### config.mk
export PLATFORM = sky130hd
export DESIGN_NAME = xor_serial_mux_unit
export DESIGN_NICKNAME = d
export VERILOG_FILES = /design/src/rtl/xor_serial_mux_unit.sv
export SDC_FILE = /design/constraint.sdc
export NUM_CORES = 1
export LEC_CHECK = 0
export BUFFER_PORTS_ARGS = -buffer_cell sky130_fd_sc_hd__buf_2
export CORE_UTILIZATION = 25
export DETAILED_ROUTE_END_ITERATION = 6
export SLEW_MARGIN = 20
export SYNTH_ARGS = -nofsm -noshare
export SYNTH_HDL_FRONTEND = slang
export SYNTH_SLANG_ARGS = --single-unit
export TNS_END_PERCENT = 5
### constraint.sdc
create_clock -name clk -period 3.6 [get_ports clk]
set_clock_uncertainty 0.2 [all_clocks]
set_input_delay 0.54 -clock clk [delete_from_list [all_inputs] [get_ports clk]]
set_output_delay 0.54 -clock clk [all_outputs]
set_load 0.02 [all_outputs]
### src/rtl/xor_serial_mux_unit.sv
// Bit-serial XOR/XNOR of two WIDTH-bit operands built from 2:1 mux cells.
// Produces BITS_PER_CYCLE result bits per clock plus running parity.
module xor_serial_mux_unit #(
  parameter int WIDTH          = 8,
  parameter int BITS_PER_CYCLE = 1
) (
  input  logic             clk,
  input  logic             rst_n,
  input  logic             in_valid,
  output logic             in_ready,
  input  logic [WIDTH-1:0] a,
  input  logic [WIDTH-1:0] b,
  input  logic             mode,
  output logic             out_valid,
  input  logic             out_ready,
  output logic [WIDTH-1:0] o,
  output logic             parity
);

  localparam int N  = WIDTH / BITS_PER_CYCLE;
  localparam int CW = (N > 1) ? $clog2(N) : 1;
  localparam logic [CW-1:0] LAST = CW'(N - 1);

  if ((WIDTH < 1) || (WIDTH % BITS_PER_CYCLE != 0)) begin : g_bad_param
    $error("xor_serial_mux_unit: BITS_PER_CYCLE must divide WIDTH");
  end

  typedef enum logic [1:0] {
    IDLE = 2'd0,
    RUN  = 2'd1,
    DONE = 2'd2
  } state_t;

  state_t state;
  state_t state_nx;

  logic [CW-1:0]             cnt;
  logic [WIDTH-1:0]          a_q;
  logic [WIDTH-1:0]          b_q;
  logic                      mode_q;
  logic [WIDTH-1:0]          o_q;
  logic                      par_q;
  logic [BITS_PER_CYCLE-1:0] slice;
  logic                      accept;
  logic                      last;

  function automatic logic mux2(
    input logic sel,
    input logic d0,
    input logic d1
  );
    return sel ? d1 : d0;
  endfunction

  // Operands shift right each RUN cycle, so bit j of the slice is always a_q[j].
  for (genvar j = 0; j < BITS_PER_CYCLE; j++) begin : g_bit
    logic na;
    logic r;
    logic nr;
    assign na       = mux2(a_q[j], 1'b1, 1'b0);
    assign r        = mux2(b_q[j], a_q[j], na);
    assign nr       = mux2(r, 1'b1, 1'b0);
    assign slice[j] = mux2(mode_q, r, nr);
  end

  assign accept = (state == IDLE) && in_valid;
  assign last   = (cnt == LAST);

  always_ff @(posedge clk) begin
    if (!rst_n) begin
      state <= IDLE;
    end else begin
      state <= state_nx;
    end
  end

  always_comb begin
    state_nx = state;
    unique case (state)
      IDLE:    if (in_valid)  state_nx = RUN;
      RUN:     if (last)      state_nx = DONE;
      DONE:    if (out_ready) state_nx = IDLE;
      default: state_nx = IDLE;
    endcase
  end

  always_comb begin
    in_ready  = (state == IDLE);
    out_valid = (state == DONE);
  end

  always_ff @(posedge clk) begin
    if (!rst_n) begin
      cnt    <= '0;
      a_q    <= '0;
      b_q    <= '0;
      mode_q <= 1'b0;
      o_q    <= '0;
      par_q  <= 1'b0;
    end else begin
      unique case (1'b1)
        accept: begin
          cnt    <= '0;
          a_q    <= a;
          b_q    <= b;
          mode_q <= mode;
          o_q    <= '0;
          par_q  <= 1'b0;
        end
        (state == RUN): begin
          o_q[int'(cnt)*BITS_PER_CYCLE +: BITS_PER_CYCLE] <= slice;
          par_q <= par_q ^ (^slice);
          a_q   <= a_q >> BITS_PER_CYCLE;
          b_q   <= b_q >> BITS_PER_CYCLE;
          if (!last) cnt <= cnt + CW'(1);
        end
        default: ;
      endcase
    end
  end

  assign o      = o_q;
  assign parity = par_q;

endmodule

# Word level (Yosys, flattened, before mapping)
# Index checks and enable logic that the tools add are counted.
# W data, S select, Z words.
totals:
  inputBits: 21
  wordCells: 39
  regBits: 31
  out_inout_bits: 11
op_classes:
  n_addsub: 2
  bitwise_logic: 1
  n_reduce_logical: 5
  n_mux: 15
  n_shift: 2
  eq_ne: 7
op_table:
  columns: ["cell", "count"]
  rows:
  - ["$pmux W8 S2", 3]
  - ["$neg A3 Y33", 1]
  - ["$shift A1 B33 Y8 const A", 1]
  - ["$shiftx A1 B33 Y8", 1]
  - ["$bwmux W8", 1]
  - ["$mux W2", 3]
  - ["$ne A2 B2 Y1 const B", 3]
  - ["$pmux W2 S3", 1]
  - ["$pmux W3 S2", 1]
  - ["$mux W1", 4]
  - ["$add A3 B1 Y3 const B", 1]
  - ["$eq A3 B3 Y1 const B", 1]
  - ["$mux W3", 1]
  - ["$reduce_and A3 Y1", 1]
  - ["$eq A2 B1 Y1 const B", 1]
  - ["$eq A2 B2 Y1 const B", 1]
  - ["$logic_not A2 Y1", 1]
  - ["$ne A2 B1 Y1 const B", 1]
  - ["$pmux W1 S2", 1]
  - ["$reduce_and A2 Y1", 1]
  - ["$reduce_bool A2 Y1", 1]
  - ["$logic_and A1 B1 Y1", 1]
  - ["$xor A1 B1 Y1", 1]

# Logic depth before layout (Yosys ltp)
logic_depth:
  depth_word: 7
  depth_mapped: 7
  ltp_nobuf: 6

# Worst setup path before layout
# No wires, ideal clock.
synth_path:
  path_kind: "flip-flop to flip-flop"
  startpoint: "reg cnt[0]"
  endpoint: "reg o_q[5] (netlist: o[5])"
  slack_ns: 1.443
  synth_period_minus_slack_ns: 2.157
  arrival_time_ns: 1.836
  setup_time_ns: 0.121
  required_ns: 3.279
  path_buffers: 1
  stages_incl_launch_ff: 7
  path_cell_list: "dfxtp_1 inv_1 ha_1 ha_1 clkbuf_1 nor4b_1 mux2_2"
synth_via:
  elab_chain_cells: 4
  elab_cells_between_ends: 5
  cone_classes: "add/sub (1); shift (2); mux (2)"
synth_rtl:
  columns: ["element", "line", "source"]
  rows:
  - ["start: declaration", "37", "logic [CW-1:0] cnt;"]
  - ["start signal: assignment", "115", "if (!last) cnt <= cnt + CW'(1);"]
  - ["$neg A3 Y33 (*)", "111", "o_q[int'(cnt)*BITS_PER_CYCLE +: BITS_PER_CYCLE] <= slice;"]
  - ["$shiftx A1 B33 Y8 / $shift A1 B33 Y8 (equally long branches)", "111", null]
  - ["$bwmux W8 (*)", "111", null]
  - ["$pmux W8 S2 (*)", "101", "unique case (1'b1)"]
  - ["end signal: indexed assignment", "111", null]
  - ["end: declaration", "41", "logic [WIDTH-1:0] o_q;"]
# Mark *: on every way between the ends. The rest lies on a longest branch, timed or not.
# A chain may end at the register's enable or synchronous reset.

# Worst setup path after layout
layout_path:
  startpoint: "reg cnt[0]"
  endpoint: "reg o_q[0] (netlist: o[0])"
# The elaborated chain is that of the path after synthesis.

==> impl_metrics.ini <==
[setup_path]
r2r-end = o[0]
critical_path.max_fanout = 9
r2r_slack_ps = 1330
r2r_cells = 6
cp_slowest_stage_delay_ps = 490
critPathKind = reg -> reg
required_ps = 3580
cp_cell_sequence = inv_1, ha_1, ha_1, nor4b_1, a211oi_1, a41o_1
crit_path_start_kind = flop
cp-end-kind = flop
r2r_start = cnt[0]
cp_common_cell = ha_1
crit_arrival_ps = 2250
cp_slowest_cell = dfxtp_1

[synthesis]
netlist-cell-type-count = 34
synthXorXnorAreaFrac_pct = 1.692
yosys-top-cells-count = dfxtp_1 (31), nand2_1 (23), a21oi_1 (22)
synth_edf_count = 0
synth_area_leaders = dfxtp_1 (42%), a22oi_1 (7.6%), a21oi_1 (7.4%), nand2_1 (5.8%), ha_1 (5.1%)
synth.avg_cell_area_um2 = 8.909
yosys_warnings = 0
synth-compound-area-share_pct = 18.44
synth_area_um2 = 1479
muxShareOfSynthArea_pct = 4.230
synthCells = 166
synth_fp_nets = 193
synthAdderAreaFrac_pct = 5.076
yosysMostFrequentCell = dfxtp_1
synth.ff_latch_count = 31
synth_top_area_share_pct = 41.96
synth_area_leader_cell = dfxtp_1
synth_flop_cell = dfxtp_1
synthArstFlopShare_pct = 0
synth_top_family_by_area = simple AND/OR/NAND/NOR gates
yosysSeqAreaShare_pct = 41.96
synthSimpleGateAreaFrac_pct = 23.10

[die]
core.rowCount = 27
start_util_pct = 26.37
io_pins = 32
die_x_um = 78.92
die_height_um = 78.92
coreArea_um2 = 5608
dieArea_um2 = 6228

[detailed_routing]
vias = 1277
wl_per_cell_um = 13.24
totalWireLength_mm = 3.534
firstDrtPassIters = 4
drcViolationCount = 0
ant_nets = 0
vias_per_cell = 4.783
drtIter0Drc = 93

[flow_run]
maxCapViolations = 0

[timing]
maxSlewHeadroom_pct = 33.68
rsz0062_at_grt = no
fin_crit_ps = 2274
setup_viol = 0
fin_crit_sh_pct = 63.16
tightest_slew_ps = 992.7
drv_slew = 0
fin_setup_tns_ps = 0
hold_viol = 0
layout_setup_ws_ps = 1326
max_freq_mhz = 439.8

[global_routing]
grt_pass1_vias = 1276
grt_pass1_wl_mm = 5.989
grt_use_total_pct = 12.60
grt_max_degree = 24
antenna_found_initial = 0
grt-ovfl-total = 0

[worst_hold_path]
hp-start = a_q[2]
hold_depth = 2
hold_end = a_q[2]
holdCritPathClass = reg -> reg

[clocking]
clock_latency_ps = 280
numClockSinks = 31
cts_tree = yes
cts.clk_slew.worst_paths_ps = 70
root_buffer = clkbuf_8
cts_buffers = 5
clockBufferDepth = 2
cts_setup_buffers = 0
htreeDepth = 2
cts_resized = 0
holdBufCountCts = 0

[pwr]
p_per_area_nw_per_um2 = 437.1
p_leak_nw = 0.7370
peakVddDrop_mv = 0.1127
power_mw = 0.7822

[cells_and_area]
multiInputGateArea_um2 = 782.0
fin_area_um2 = 1789
drive_gt1_share_pct = 25.13
antenna_cells = 0
fin_nets = 221
area_delta_synth_final_pct = 20.98
seq_area_um2 = 620.6
fillers = 646

[place]
hpwl_mm = 2.356
io_buffer_count = 31
place_area_um2 = 1685
gp_congestion = 0.7786
dp_slack_ps = 1346

[outcome]
status = finished clean
critical path, delay by kind of cell (launching register included):
family | cells | cell delay, ps
DFF | 1 | 490
adders and majority gates | 2 | 600
AOI/OAI and AO/OA | 2 | 350
and+or+nand+nor | 1 | 390
buffers and inverters | 1 | 140
cell families after synthesis:
family / Yosys count
and+or+nand+nor: 61
AOI/OAI and AO/OA: 43
DFF: 31
buffers and inverters: 18
muxes: 6
adders and majority gates: 6
xor gates and xnor gates: 1
worst max-delay path by stage:
stage                      start    to  slack (ps)  cells after the start
after floorplan           cnt[0]  o[5]        1440                      6
final                     cnt[0]  o[0]        1330                      6
after CTS                 cnt[0]  o[0]        1330                      6
after global placement    cnt[0]  o[0]        1370                      6
after detailed placement  cnt[0]  o[5]        1350                      5
after global routing      cnt[0]  o[0]        1140                      6
placed cells by master (no fill, tap or decap), types with 4 or more instances in the layout:
cell type,netlist,final
nand4_1,4,4
nor4b_1,4,4
a22oi_1,15,15
mux2i_1,4,4
nor2b_1,4,4
nand2_1,23,23
nand3_1,10,10
buf_2,5,31
clkbuf_8,0,7
inv_1,6,6
a21oi_1,22,22
dfxtp_1,31,31
ha_1,6,6
state kept, by name, indices dropped and copies added, names as in the netlist:
signal  count
b_q         8
cnt         3
o           8
parity      1
state       2
mode_q      1
a_q         8
metal layers:
metal	track usage [%]	share of wire, %	vias to the layer above
met5	0	0	-
met4	6.000	2.1	0
met3	4.023	5.1	6
met2	18.78	40	29
met1	16.37	52	584
li1	-	-	658
metrics by stage:
| step | hold WS [ps] | util [%] | std cells |
|---|---|---|---|
| after floorplan | 236.8 | - | 166 |
| after global placement | 244.9 | 30.05 | 259 |
| after detailed placement | 250.0 | 30.05 | 259 |
| after CTS | 259.4 | 31.91 | 267 |
| after global routing | 276.4 | 31.91 | 267 |
| final | 259.1 | 31.91 | 267 |
power breakdown:
group / total (mW) / switching, mW / internal [mW]
Sequential: 0.371 / 0.0121 / 0.359
Combinational: 0.104 / 0.0629 / 0.0415
Clock: 0.307 / 0.133 / 0.174
cell type report:
cell class	instances	share of cell area (%)
multi-input cells	117	43.71
repair buffers	33	9.510
clock inverters	1	0.4196
flip-flops and latches	31	34.69
inverters	6	1.259
clock buffers	7	5.385
well taps	72	5.035
Note: power is estimated with default switching activity, not from simulation.
